--- config.mk ---
export PLATFORM = sky130hd
export DESIGN_NAME = pipeline_credit_rx_flat
export DESIGN_NICKNAME = d
export VERILOG_FILES = /design/src/rtl/pipeline_credit_rx_pkg.sv /design/src/rtl/pipeline_credit_rx_if.sv /design/src/rtl/pipeline_credit_rx_fifo.sv /design/src/rtl/pipeline_credit_rx.sv /design/src/flat_wrapper.sv
export SDC_FILE = /design/constraint.sdc
export NUM_CORES = 1
export LEC_CHECK = 0
export CAP_MARGIN = 40
export CORE_MARGIN = 2
export CORE_UTILIZATION = 30
export CTS_BUF_LIST = sky130_fd_sc_hd__clkbuf_4
export CTS_CLUSTER_DIAMETER = 100
export DETAILED_ROUTE_END_ITERATION = 7
export GPL_TIMING_DRIVEN = 0
export PLACE_DENSITY = 0.54
export SETUP_SLACK_MARGIN = 0.3
export SYNTH_ARGS = -nofsm -noshare
export SYNTH_HDL_FRONTEND = slang
export SYNTH_SLANG_ARGS = --single-unit
--- constraint.sdc ---
create_clock -name _i_clk -period 3.2 [get_ports _i_clk]
set_input_delay 0.64 -clock _i_clk [delete_from_list [all_inputs] [get_ports _i_clk]]
set_output_delay 0.64 -clock _i_clk [all_outputs]
set_load 0.05 [all_outputs]
--- src/rtl/pipeline_credit_rx_pkg.sv ---
// Shared widths, default parameter values and pointer helper for the credit receiver.
package pipeline_credit_rx_pkg;

  localparam int WIDTH_DEF   = 8;
  localparam int LATENCY_DEF = 3;
  localparam int DEPTH_DEF   = 5;

  function automatic int count_width(input int depth);
    return $clog2(depth + 1);
  endfunction

  function automatic int ptr_width(input int depth);
    return (depth > 1) ? $clog2(depth) : 1;
  endfunction

  localparam int COUNT_W = count_width(DEPTH_DEF);
  localparam int PTR_W   = ptr_width(DEPTH_DEF);

  // Non-power-of-two depths need the explicit wrap rather than natural overflow.
  function automatic int unsigned ptr_inc(input int unsigned ptr, input int unsigned depth);
    return (ptr == depth - 1) ? 32'd0 : ptr + 32'd1;
  endfunction

endpackage

--- src/rtl/pipeline_credit_rx_if.sv ---
// Handshake bundle between the credit receiver, its upstream, the pipeline and downstream.
interface pipeline_credit_rx_if #(
  parameter int WIDTH = 8
);
  logic             _i_up_valid;
  logic             _o_up_ready;
  logic             _o_launch;
  logic [WIDTH-1:0] _i_pipe_data;
  logic             _o_down_valid;
  logic [WIDTH-1:0] _o_down_data;
  logic             _i_down_ready;
  logic             _o_overflow;

  modport master (
    output _i_up_valid, _i_pipe_data, _i_down_ready,
    input  _o_up_ready, _o_launch, _o_down_valid, _o_down_data, _o_overflow
  );

  modport slave (
    input  _i_up_valid, _i_pipe_data, _i_down_ready,
    output _o_up_ready, _o_launch, _o_down_valid, _o_down_data, _o_overflow
  );
endinterface

--- src/rtl/pipeline_credit_rx_fifo.sv ---
// Capture FIFO: DEPTH entries, push/pop in the same cycle at any occupancy, no bypass.
// Latency: a push is visible on valid/head one cycle later. Backpressure: none; a push while full is dropped and flagged.
// Overflow flag is sticky until reset.
module pipeline_credit_fifo
  import pipeline_credit_rx_pkg::*;
#(
  parameter int WIDTH = WIDTH_DEF,
  parameter int DEPTH = DEPTH_DEF
) (
  input  logic             _i_clk,
  input  logic             _i_rst,
  input  logic             push,
  input  logic [WIDTH-1:0] push_data,
  input  logic             pop,
  output logic             valid,
  output logic [WIDTH-1:0] head,
  output logic             overflow
);

  localparam int PW = ptr_width(DEPTH);
  localparam int CW = count_width(DEPTH);
  localparam logic [CW-1:0] FULL = CW'(DEPTH);

  logic [WIDTH-1:0] mem_q [DEPTH];
  logic [PW-1:0]    rd_ptr_q, rd_ptr_d;
  logic [PW-1:0]    wr_ptr_q, wr_ptr_d;
  logic [CW-1:0]    occ_q, occ_d;
  logic             overflow_q, overflow_d;
  logic             do_push, do_pop;

  always_comb begin
    do_pop  = pop && (occ_q != '0);
    // When full, a simultaneous pop frees the slot the write lands in.
    do_push = push && ((occ_q != FULL) || do_pop);

    rd_ptr_d = do_pop  ? PW'(ptr_inc(32'(rd_ptr_q), DEPTH)) : rd_ptr_q;
    wr_ptr_d = do_push ? PW'(ptr_inc(32'(wr_ptr_q), DEPTH)) : wr_ptr_q;

    case ({do_push, do_pop})
      2'b10:   occ_d = occ_q + CW'(1);
      2'b01:   occ_d = occ_q - CW'(1);
      default: occ_d = occ_q;
    endcase

    overflow_d = overflow_q || (push && (occ_q == FULL) && !do_pop);
  end

  always_ff @(posedge _i_clk) begin
    if (_i_rst) begin
      rd_ptr_q   <= '0;
      wr_ptr_q   <= '0;
      occ_q      <= '0;
      overflow_q <= 1'b0;
    end else begin
      rd_ptr_q   <= rd_ptr_d;
      wr_ptr_q   <= wr_ptr_d;
      occ_q      <= occ_d;
      overflow_q <= overflow_d;
    end
  end

  always_ff @(posedge _i_clk) begin
    if (do_push && !_i_rst) begin
      mem_q[wr_ptr_q] <= push_data;
    end
  end

  assign valid    = (occ_q != '0);
  assign head     = mem_q[rd_ptr_q];
  assign overflow = overflow_q;

endmodule

--- src/rtl/pipeline_credit_rx.sv ---
// Receiving end of a fixed-latency pipeline: issues credit-limited launches and queues the results.
// Latency: launch to down_valid is LATENCY+1 cycles minimum; one item per cycle sustained.
// Backpressure: down_ready low holds the FIFO; up_ready drops once DEPTH items are outstanding.
module pipeline_credit_rx
  import pipeline_credit_rx_pkg::*;
#(
  parameter int WIDTH   = WIDTH_DEF,
  parameter int LATENCY = LATENCY_DEF,
  parameter int DEPTH   = DEPTH_DEF
) (
  input  logic                 _i_clk,
  input  logic                 _i_rst,
  pipeline_credit_rx_if.slave  bus
);

  localparam int CW = count_width(DEPTH);
  localparam logic [CW-1:0] FULL = CW'(DEPTH);

  logic [LATENCY-1:0] track_q, track_d;
  logic [CW-1:0]      count_q, count_d;
  logic               up_ready, launch, pop, capture;
  logic               fifo_valid;
  logic [WIDTH-1:0]   fifo_head;
  logic               fifo_overflow;

  always_comb begin
    // Credit decision uses only registered count, so down_ready never reaches up_ready.
    up_ready = !_i_rst && (count_q < FULL);
    launch   = bus._i_up_valid && up_ready;
    pop      = fifo_valid && bus._i_down_ready;
    capture  = track_q[LATENCY-1];
    track_d  = LATENCY'({track_q, launch});
    count_d  = count_q + CW'(launch) - CW'(pop);
  end

  always_ff @(posedge _i_clk) begin
    if (_i_rst) begin
      track_q <= '0;
      count_q <= '0;
    end else begin
      track_q <= track_d;
      count_q <= count_d;
    end
  end

  pipeline_credit_fifo #(
    .WIDTH (WIDTH),
    .DEPTH (DEPTH)
  ) u_fifo (
    ._i_clk    (_i_clk),
    ._i_rst    (_i_rst),
    .push      (capture),
    .push_data (bus._i_pipe_data),
    .pop       (pop),
    .valid     (fifo_valid),
    .head      (fifo_head),
    .overflow  (fifo_overflow)
  );

  assign bus._o_up_ready   = up_ready;
  assign bus._o_launch     = launch;
  assign bus._o_down_valid = fifo_valid;
  assign bus._o_down_data  = fifo_head;
  assign bus._o_overflow   = fifo_overflow;

endmodule

--- src/flat_wrapper.sv ---
// flat-port wrapper written by rule: the top's interface ports become plain ports
module pipeline_credit_rx_flat import pipeline_credit_rx_pkg::*;
#(
  parameter int WIDTH   = WIDTH_DEF,
  parameter int LATENCY = LATENCY_DEF,
  parameter int DEPTH   = DEPTH_DEF
)
  (_i_clk, _i_rst, bus__i_up_valid, bus__i_pipe_data, bus__i_down_ready, bus__o_up_ready, bus__o_launch, bus__o_down_valid, bus__o_down_data, bus__o_overflow);
  pipeline_credit_rx_if #(.WIDTH(WIDTH)) bus_i ();
  input  logic _i_clk;
  input  logic _i_rst;
  input wire logic [$bits(bus_i._i_up_valid)-1:0] bus__i_up_valid;
  input wire logic [$bits(bus_i._i_pipe_data)-1:0] bus__i_pipe_data;
  input wire logic [$bits(bus_i._i_down_ready)-1:0] bus__i_down_ready;
  output wire logic [$bits(bus_i._o_up_ready)-1:0] bus__o_up_ready;
  output wire logic [$bits(bus_i._o_launch)-1:0] bus__o_launch;
  output wire logic [$bits(bus_i._o_down_valid)-1:0] bus__o_down_valid;
  output wire logic [$bits(bus_i._o_down_data)-1:0] bus__o_down_data;
  output wire logic [$bits(bus_i._o_overflow)-1:0] bus__o_overflow;
  assign bus_i._i_up_valid = bus__i_up_valid;
  assign bus_i._i_pipe_data = bus__i_pipe_data;
  assign bus_i._i_down_ready = bus__i_down_ready;
  assign bus__o_up_ready = bus_i._o_up_ready;
  assign bus__o_launch = bus_i._o_launch;
  assign bus__o_down_valid = bus_i._o_down_valid;
  assign bus__o_down_data = bus_i._o_down_data;
  assign bus__o_overflow = bus_i._o_overflow;
  pipeline_credit_rx #(.WIDTH(WIDTH), .LATENCY(LATENCY), .DEPTH(DEPTH)) u_core (._i_clk(_i_clk), ._i_rst(_i_rst), .bus(bus_i));
endmodule
After elaboration in Yosys (flattened, before gate mapping)
Memories as Yosys holds them, arrays and structs flattened. A register that Yosys moved wholly into a read port is not among the register bits.
Index checks and enable logic that the tools add are counted.
{"block": "totals", "mem_bits_rw": 40, "memories": 1, "elab_cells": 41, "input_bits": 12, "register_bits": 16, "output_inout_bits": 12}
{"name": "u_core.u_fifo.mem_q", "depth": 5, "width": 8, "rd": 1, "rd_clocked_by_memory_dff": 1, "write_ports": 1, "line": "pipeline_credit_rx_fifo.sv:24", "text": "logic [WIDTH-1:0] mem_q [DEPTH];"}
{"block": "classes", "magnitude_cmp": 1, "reduce_logical": 14, "n_eq_ne": 6, "add_sub_neg": 6, "n_mux": 7}
{"op": "3-bit 2-to-1 mux", "count": 4}
{"op": "3-bit by 1-bit adder with 3-bit output, second input constant", "count": 3}
{"op": "3-bit equality test, second input constant", "count": 3}
{"op": "1-bit logical AND", "count": 8}
{"op": "3-bit case mux with 2 select lines", "count": 1}
{"op": "3-bit by 1-bit adder with 3-bit output", "count": 1}
{"op": "3-bit < comparator, second input constant", "count": 1}
{"op": "3-bit != test, second input constant", "count": 1}
{"op": "3-bit nonzero test", "count": 1}
{"op": "3-bit by 1-bit subtractor with 3-bit output", "count": 1}
{"op": "3-bit by 1-bit subtractor with 3-bit output, second input constant", "count": 1}
{"op": "2-bit by 1-bit equality test with 1-bit output, second input constant", "count": 1}
{"op": "2-bit equality test, second input constant", "count": 1}
{"op": "1-bit zero test", "count": 2}
{"op": "1-bit logical OR", "count": 2}
{"op": "1-bit 2-to-1 mux", "count": 2}
{"op": "2-bit nonzero test", "count": 1}

Longest topological paths before layout
Gate-level depths: netlist of run 1.
{"block": "logic_depth", "word_depth": 8, "ltp_mapped": 10}

Hierarchy
A second synthesis of run 1 with hierarchy kept.
{"block": "unflattened", "cells_unflattened": 167, "area_unflattened_um2": 2521.2}
{"module": "pipeline_credit_fifo", "cells_per_inst": 142, "area_each_um2": 2237.1, "n_inst": 1}
{"module": "pipeline_credit_rx", "cells_per_inst": 25, "area_each_um2": 284.0, "n_inst": 1}

Worst setup path before layout of run 1
No wires, ideal clock.
{"block": "synth_path", "path_type": "input to register", "start": "input _i_rst", "end": "register u_core.count_q[2]", "slack_ns": -0.382, "stages": 9, "arrival_ns": 3.455, "n_path_buf": 1, "required_time_ns": 3.072, "cell_sequence": "clkbuf_1 > a211oi_1 > nand2_1 > ha_1 > inv_1 > ha_1 > fa_1 > xnor2_1 > nor2_1"}
{"block": "synth_between", "elab_chain_cells": 5}
{"item": "start: declaration", "line": "flat_wrapper.sv:11", "text": "input logic _i_rst;"}
{"item": "1-bit zero test", "line": "pipeline_credit_rx.sv:28", "text": "up_ready = !_i_rst && (count_q < FULL);"}
{"item": "1-bit logical AND", "line": "pipeline_credit_rx.sv:28"}
{"item": "via bus__o_up_ready", "line": "flat_wrapper.sv:15", "text": "output wire logic [$bits(bus_i._o_up_ready)-1:0] bus__o_up_ready;"}
{"item": "1-bit logical AND", "line": "pipeline_credit_rx.sv:29", "text": "launch = bus._i_up_valid && up_ready;"}
{"item": "3-bit by 1-bit adder with 3-bit output", "line": "pipeline_credit_rx.sv:33", "text": "count_d = count_q + CW'(launch) - CW'(pop);"}
{"item": "3-bit by 1-bit subtractor with 3-bit output", "line": "pipeline_credit_rx.sv:33"}
{"item": "end signal: assignment", "line": "pipeline_credit_rx.sv:42", "text": "count_q <= count_d;"}
{"item": "end: declaration", "line": "pipeline_credit_rx.sv:20", "text": "logic [CW-1:0] count_q, count_d;"}
The timed path passes the listed nets, and every way through them passes these cells.
A chain may end at the register's enable or synchronous reset.

==> flow_summary.yaml, run 1 <==
run_status:
  status: "finished clean"
route:
  detail_route.wl_per_cell_um: 13.8
  ant_nets: 0
  wirelength_mm: 4.17
  drc: 0
  dr.pass1.iters: 4
  via_count: 1356
  drt_iter0_markers: 54
  vias_per_cell: 4.49
sta:
  fin_ws_ns: 0.419
  slew_viol_final: 0
  hold_viol: 0
  rsz0062_at_grt: "false"
  timing.final.crit_share_pct: 86.9
  setup_viol: 0
  tightest_slew_ns: 0.744
  slew_headroom_pct: 50.0
  min_period_ns: 2.78
  max_clock_freq_ghz: 0.360
  skew_ns: 0.00990
placement:
  hpwl_mm: 2.84
  dp_slack_ns: -0.0310
  port-buffer-count: 23
  globalplace.congestion: 0.727
  placed_cells: 287
  placed_area_sq_um: 2850
setup_path:
  cp_slowest_cell: "mux4_1"
  max_stage_delay_ns: 0.57
  crit_path_start_kind: "flop"
  required_ns: 2.56
  worstPathCellList: "buf_6 > mux4_1 > mux2_2 > dlygate4sd2_1"
  critPathMaxFanout: 8
  worst-setup-path-type: "flop to output port"
  critPathArrivalTime_ns: 2.14
  critPathCaptureType: "output port"
clocking:
  clk_path_buf_depth: 2
  numCtsBuffers: 9
  cts.sink_count: 59
  cts_tree: "yes"
  clkTransAtPathRegs_ns: 0.09
  ctsRootBufferMaster: "clkbuf_4"
  h-tree-depth: 3
  clk_latency_ns: 0.39
  ctsHoldBuffers: 0
synth:
  synth_xor_area_share_pct: 1.08
  syn_area_sq_um: 2430
  synthTopCellsByArea: "edfxtp_1 (49%), dfxtp_1 (16%), mux4_1 (8.7%)"
  synth_area_leader_cell: "edfxtp_1"
  synth_top_area_share_pct: 49.4
  syn-instance-count: 156
  synth_top_family_by_area: "multiplexers"
  yosys_warnings: 0
  synth-seq-cells: 59
  synth_fa_ha_area_share_pct: 6.28
  synth_compound_gate_area_share_pct: 3.66
  synth_simple_gate_area_share_pct: 6.90
  synth.area.mux_share_pct: 13.6
  synth_fp_nets: 179
  syn_avg_cell_area_sq_um: 15.6
  yosysSeqAreaShare_pct: 65.1
  ys_types: 30
grt:
  track_usage_pct: 10.5
  antenna_found_initial: 0
  grt_max_degree: 11
  grt_pass1_vias: 1308
  grt_overflow: 0
  grt_pass1_wl_mm: 6.69
finish:
  fin_cells: 302
  nets: 219
  drive_above_1_share_pct: 18.5
  synthToLayoutAreaGrowth_pct: 21.8
  layout_commonest_cell: "edfxtp_1"
  final_util_pct: 38.1
  antennaDiodeCount: 0
  mostFrequentLayoutCells: "edfxtp_1 (40), dfxtp_1 (19), inv_1 (15)"
  fin_area_sq_um: 2960
floorplan:
  die_x_um: 94.0
  die_h_um: 94.0
  die_area_sq_um: 8840
  initial_core_util_pct: 31.3
  row_count: 32
  io_pins: 24
  core_sq_um: 7770
power_and_ir_drop:
  powerDensity_nw_per_um2: 556
  ir_drop_mv: 0.364
  p_leak_nw: 1.03
flow_run:
  cap_violations: 0
worst_hold_path:
  holdCritPathClass: "flop to flop"
path summary, 6_finish.rpt:
| check | from | to | slack [ns] | cells after the start |
|---|---|---|---|---|
| max | flop | bus__o_down_data[6] | 0.42 | 4 |
| min | u_core.track_q[0] | u_core.track_q[1] | 0.44 | 1 |
| max reg2reg | u_core.u_fifo.occ_q[0] | u_core.u_fifo.occ_q[2] | 0.85 | 9 |
| min reg2reg | u_core.track_q[0] | u_core.track_q[1] | 0.44 | 1 |
timing repair:
action / CTS / global route
endpoints found under the hold margin: 0 / 0
endpoints found under the setup margin: 10 / 1
buffers inserted: 0 / 0
gates resized for setup: 11 / 2
cells by family after synthesis:
group / count (synthesis)
DFF: 59
and+or+nand+nor: 30
buffers and inverters: 20
muxes: 19
AOI/OAI and AO/OA: 14
adders and majority gates: 11
xor gates and xnor gates: 3
sequential cells by signal, summed over array words and instances (netlist names), named ones only:
signal	cells
u_core.u_fifo.rd_ptr_q	3
u_core.u_fifo.wr_ptr_q	3
u_core.u_fifo.overflow	1
u_core.track_q	3
u_core.u_fifo.mem_q	40
u_core.count_q	3
u_core.u_fifo.occ_q	3
worst max-delay path: cells and delay by family, from the launching register on:
family,cells,cell delay (ns)
multiplexers,2,0.84
buffers and inverters,2,0.57
flip-flops,1,0.33
final cells by class:
| class | count | area (sq um) |
|---|---|---|
| inverters | 15 | 56.3 |
| clock inverters | 6 | 57.6 |
| fillers | 745 | 4810 |
| clock buffers | 9 | 67.6 |
| repair buffers | 29 | 251 |
| well taps | 102 | 128 |
| flip-flops and latches | 59 | 1580 |
| multi-input cells | 77 | 791 |
| plain buffers | 5 | 27.5 |
metrics by stage:
| stage | setup TNS, ns | power (mW) | hold WS (ns) |
|---|---|---|---|
| 6_report | 0 | 1.64 | 0.445 |
| 3_5_place_dp | -0.0310 | 1.19 | 0.430 |
| 5_1_grt | 0 | 1.73 | 0.460 |
| 4_1_cts | 0 | 1.67 | 0.451 |
| 2_1_floorplan | 0 | 1.10 | 0.414 |
| 3_3_place_gp | -10.03 | 1.18 | 0.418 |
power breakdown:
part	switching (mW)	internal, mW	total [mW]
registers	0.0219	0.841	0.863
logic	0.165	0.127	0.292
clock network	0.262	0.227	0.489
total	0.449	1.20	1.64
cell usage after synthesis (all sizes together):
library cell / instances
a211o: 1
o31ai: 1
inv: 15
nand2b: 2
mux2i: 3
a211oi: 1
o21ai: 4
mux2: 8
nor3: 3
edfxtp: 40
fa: 2
mux4: 8
buf: 3
ha: 9
nor4: 2
dfxtp: 19
nand2: 3
clkbuf: 2
or4b: 1
or3: 3
and4bb: 1
nor2b: 5
xor2: 2
o31a: 1
a21oi: 5
xnor2: 1
a32o: 1
nor2: 10
layer usage:
layer	part of all wire (%)	vias to the layer above	global-route usage (%)	wire length [um]
li1	-	661	-	-
met1	46	654	13.0	1930
met2	46	33	15.9	1930
met3	5.7	8	4.82	239
met4	1.7	0	3.99	72
met5	0	-	0	0
(Power assumes the default switching activity.)
==> run 2: changes to the inputs <==
CORE_UTILIZATION = 58   (was 30)
PLACE_DENSITY = 0.88   (was 0.54)
==> flow_summary.yaml, run 2 (synthesized netlist as in run 1, its figures left out) <==
clocking:
  clk_path_buf_depth: 2
  ctsRootBufferMaster: "clkbuf_4"
  cts.sink_count: 59
  numCtsBuffers: 9
  clk_latency_ns: 0.38
  cts_tree: "yes"
  clkTransAtPathRegs_ns: 0.09
  h-tree-depth: 3
route:
  wirelength_mm: 4.09
  via_count: 1366
  drt_iter0_markers: 87
  dr.pass1.iters: 4
  ant_nets: 0
  vias_per_cell: 5.46
  drc: 0
  detail_route.wl_per_cell_um: 16.4
grt:
  grt_overflow: 0
  grt_max_degree: 11
  grt_pass1_vias: 1365
  grt_pass1_wl_mm: 6.68
  antenna_found_initial: 0
  track_usage_pct: 21.2
sta:
  max_clock_freq_ghz: 0.358
  tns_ns: 0
  slew_headroom_pct: 60.1
  skew_ns: 0.0117
  hold_viol: 0
  rsz0062_at_grt: "false"
  timing.final.crit_share_pct: 87.2
  slew_viol_final: 0
  min_period_ns: 2.79
  tightest_slew_ns: 0.593
  fin_ws_ns: 0.411
  setup_viol: 0
setup_path:
  required_ns: 2.56
  worstPathCellList: "clkdlybuf4s50_1 > clkbuf_1 > a211oi_4 > dlygate4sd2_1"
  crit_path_start_kind: "input pin"
  critPathCaptureType: "output port"
  max_stage_delay_ns: 0.55
  critPathLaunch: "_i_rst"
  critPathArrivalTime_ns: 2.15
  critPathMaxFanout: 10
  worst-setup-path-type: "input pin to output port"
  cp_slowest_cell: "dlygate4sd2_1"
  r2r-start: "u_core.u_fifo.occ_q[0]"
floorplan:
  io_pins: 24
  row_count: 23
  initial_core_util_pct: 60.3
  core_sq_um: 4030
  die_h_um: 68.7
  die_x_um: 68.7
  die_area_sq_um: 4720
finish:
  nets: 218
  drive_above_1_share_pct: 18.5
  regMostFlops: "u_core.u_fifo.mem_q"
  final_util_pct: 71.4
  antennaDiodeCount: 0
  fin_cells: 250
  fin_area_sq_um: 2880
  synthToLayoutAreaGrowth_pct: 18.3
  largest_reg_flops: 40
  mostFrequentLayoutCells: "edfxtp_1 (40), dfxtp_1 (19), inv_1 (15)"
  layout_commonest_cell: "edfxtp_1"
power_and_ir_drop:
  powerDensity_nw_per_um2: 548
  ir_drop_mv: 0.355
  p_leak_nw: 1.03
worst_hold_path:
  worstHoldStart: "u_core.track_q[0]"
  holdCritPathClass: "flop to flop"
flow_run:
  cap_violations: 0
placement:
  dp_slack_ns: 0.00758
  placed_area_sq_um: 2780
  hpwl_mm: 2.88
  globalplace.congestion: 0.660
  port-buffer-count: 23
  placed_cells: 234
run_status:
  status: "finished clean"
[run 2: final cells by class]
class / count / area [sq um]
Inverter: 15 / 56.3
Timing Repair Buffer: 28 / 249
Clock inverter: 4 / 17.5
Clock buffer: 12 / 90.1
Sequential cell: 59 / 1580
Multi-Input combinational cell: 77 / 791
Tap cell: 50 / 62.6
Buffer: 5 / 27.5
Fill cell: 268 / 1150
[run 2: layer usage]
layer	vias up	part of all wire (%)	GRT usage, %	wire length [um]
met4	0	1.4	11.5	59
met2	38	51	34.1	2080
li1	660	-	-	-
met3	8	4.3	8.28	178
met5	-	0	0	0
met1	660	43	24.3	1770
[run 2: power breakdown]
part | leakage (nW) | switching [mW] | internal [mW]
logic | 0.448 | 0.168 | 0.128
clock network | 0.0662 | 0.238 | 0.179
registers | 0.514 | 0.0222 | 0.841
total | 1.03 | 0.428 | 1.15
[run 2: worst paths after layout]
check,endpoint,slack [ns],depth (start not counted)
worst max-delay path,bus__o_up_ready,0.41,4
worst min-delay path,u_core.track_q[1],0.45,1
worst max register to register,u_core.u_fifo.occ_q[2],0.82,9
worst min register to register,u_core.track_q[1],0.45,1
[run 2: worst max-delay path: cells and delay by family]
family	cells	cell delay, ns
buffers and inverters	3	1.25
AOI/OAI and AO/OA	1	0.25
[run 2: repair_timing]
item	4_1_cts	5_1_grt
gates resized for setup	11	2
hold endpoints to repair	0	0
hold buffers	0	0
setup endpoints to repair	10	1
setup buffers	0	0
[run 2: per-stage QoR]
| step | power, mW | hold WS [ns] |
|---|---|---|
| 3_5_place_dp | 1.19 | 0.444 |
| 2_1_floorplan | 1.10 | 0.414 |
| 6_report | 1.58 | 0.454 |
| 5_1_grt | 1.66 | 0.473 |
| 4_1_cts | 1.60 | 0.459 |
| 3_3_place_gp | 1.17 | 0.426 |
==> run 3: changes to the inputs <==
CELL_PAD_IN_SITES_DETAIL_PLACEMENT = 1   (was default)
CELL_PAD_IN_SITES_GLOBAL_PLACEMENT = 1   (was default)
CORE_UTILIZATION = 49   (was 58)
==> flow_summary.yaml, run 3 (synthesized netlist as in run 1, its figures left out) <==
sta:
  min_period_ns: 2.82
  timing.final.crit_share_pct: 88.1
  tns_ns: 0
  setup_viol: 0
  tightest_slew_ns: 0.735
  slew_headroom_pct: 50.6
  skew_ns: 0.0100
  rsz0062_at_grt: "false"
  slew_viol_final: 0
  max_clock_freq_ghz: 0.355
  hold_viol: 0
  fin_ws_ns: 0.379
flow_run:
  cap_violations: 0
setup_path:
  critPathMaxFanout: 10
  max_stage_delay_ns: 0.57
  critPathArrivalTime_ns: 2.18
  r2r_end: "u_core.u_fifo.mem_q[4][2]"
  rrSetupSlack_ns: 0.82
  critPathLaunch: "_i_rst"
  critPathCaptureType: "output port"
  r2r-start: "u_core.u_fifo.occ_q[1]"
  worst-setup-path-type: "input pin to output port"
  required_ns: 2.56
  ff2ff_path_depth: 6
  worstPathCellList: "clkdlybuf4s50_1 > clkbuf_1 > a211oi_4 > dlygate4sd2_1"
  endpoint: "bus__o_up_ready"
  cp_slowest_cell: "dlygate4sd2_1"
  crit_path_start_kind: "input pin"
power_and_ir_drop:
  powerDensity_nw_per_um2: 575
  power.total_mw: 1.68
  internal_power_mw: 1.23
  p_comb_share_pct: 18.1
  p_seq_share_pct: 51.5
  power_frac_clock_pct: 30.4
  p_switching_uw: 451
  ir_drop_mv: 0.335
  p_leak_nw: 1.04
  swShare_pct: 26.9
floorplan:
  io_pins: 24
  die_x_um: 74.4
  core_sq_um: 4750
  initial_core_util_pct: 51.1
  row_count: 25
  die_h_um: 74.4
  die_area_sq_um: 5540
route:
  dr.pass1.iters: 4
  via_count: 1371
  vias_per_cell: 5.12
  ant_nets: 0
  drt_iter0_markers: 75
  drc: 0
  wirelength_mm: 4.85
  detail_route.wl_per_cell_um: 18.1
worst_hold_path:
  holdCritPathClass: "flop to flop"
finish:
  mostFrequentLayoutCells: "edfxtp_1 (40), dfxtp_1 (19), inv_1 (15)"
  fillerInstances: 483
  regMostFlops: "u_core.u_fifo.mem_q"
  synthToLayoutAreaGrowth_pct: 20.2
  drive_above_1_share_pct: 18.9
  layout_commonest_cell: "edfxtp_1"
  final_util_pct: 61.4
  multiInputGateArea_sq_um: 791
  largest_reg_flops: 40
  antennaDiodeCount: 0
  regArea_sq_um: 1580
  nets: 219
grt:
  grt_pass1_vias: 1503
  grt_overflow: 0
  grt_max_degree: 11
  antenna_found_initial: 0
  grt_pass1_wl_mm: 7.47
  track_usage_pct: 19.8
placement:
  dp_slack_ns: -0.0328
  globalplace.congestion: 0.744
  hpwl_mm: 3.42
  port-buffer-count: 23
clocking:
  clk_latency_ns: 0.39
  numCtsBuffers: 9
  h-tree-depth: 3
  ctsRootBufferMaster: "clkbuf_4"
  clk_path_buf_depth: 2
  ctsHoldBuffers: 0
  cts.sink_count: 59
  postCtsSetupBuffers: 0
  clkTransAtPathRegs_ns: 0.09
  cts_tree: "yes"
run_status:
  status: "finished clean"
[run 3: changes by cell type in the layout (fill, tap and decap cells not counted), sizes merged]
cell    delta
clkbuf     +1
bufinv     +1
clkinv     -1
[run 3: power groups by stage]
stage | clock [mW] | combinational (mW) | sequential, mW
CTS | 0.528 | 0.312 | 0.865
detailed placement | 0 | 0.320 | 0.882
finish | 0.511 | 0.305 | 0.865
global route | 0.565 | 0.332 | 0.869
floorplan | 0 | 0.225 | 0.876
global placement | 0 | 0.296 | 0.879
[run 3: worst min-delay path by stage]
stage,cells past startpoint,startpoint,to,slack (ns)
finish,1,u_core.track_q[1],u_core.track_q[2],0.45
global route,1,u_core.track_q[1],u_core.track_q[2],0.47
CTS,1,u_core.track_q[1],u_core.track_q[2],0.45
detailed placement,1,u_core.track_q[1],u_core.track_q[2],0.44
global placement,1,u_core.track_q[1],u_core.track_q[2],0.42
floorplan,1,u_core.track_q[0],u_core.track_q[1],0.41
[run 3: repair_timing]
item	CTS	global route
resized for setup	11	2
endpoints found under the setup margin	10	1
pin swaps	0	0
[run 3: through the flow]
stage          cell area (sq um)  cells  hold WS [ns]
4_1_cts                     2920    267         0.453
6_report                    2920    268         0.451
5_1_grt                     2920    268         0.474
2_1_floorplan               2440    156         0.414
3_3_place_gp                2760    246         0.422
3_5_place_dp                2800    251         0.443
[run 3: metal layers]
metal	up-vias	global-route usage [%]	part of all wire [%]	routed length (um)
met2	35	34.5	52	2530
li1	657	-	-	-
met4	0	11.5	2.9	140
met1	666	20.5	40	1940
met3	13	7.18	4.8	235
met5	-	0	0	0
[run 3: worst max-delay path: cells and delay by family]
family / cells / cell delay [ns]
AO/OA/AOI/OAI: 1 / 0.26
buffers and inverters: 3 / 1.29
[run 3: layout make-up]
class	count	share of cell area, %
sequential	59	54.1
multi-input combinational	77	27.1
timing repair buffer	29	8.52
clock buffer	12	3.08
tap	67	2.87
inverter	15	1.93
clock inverter	4	1.46
buffer	5	0.942
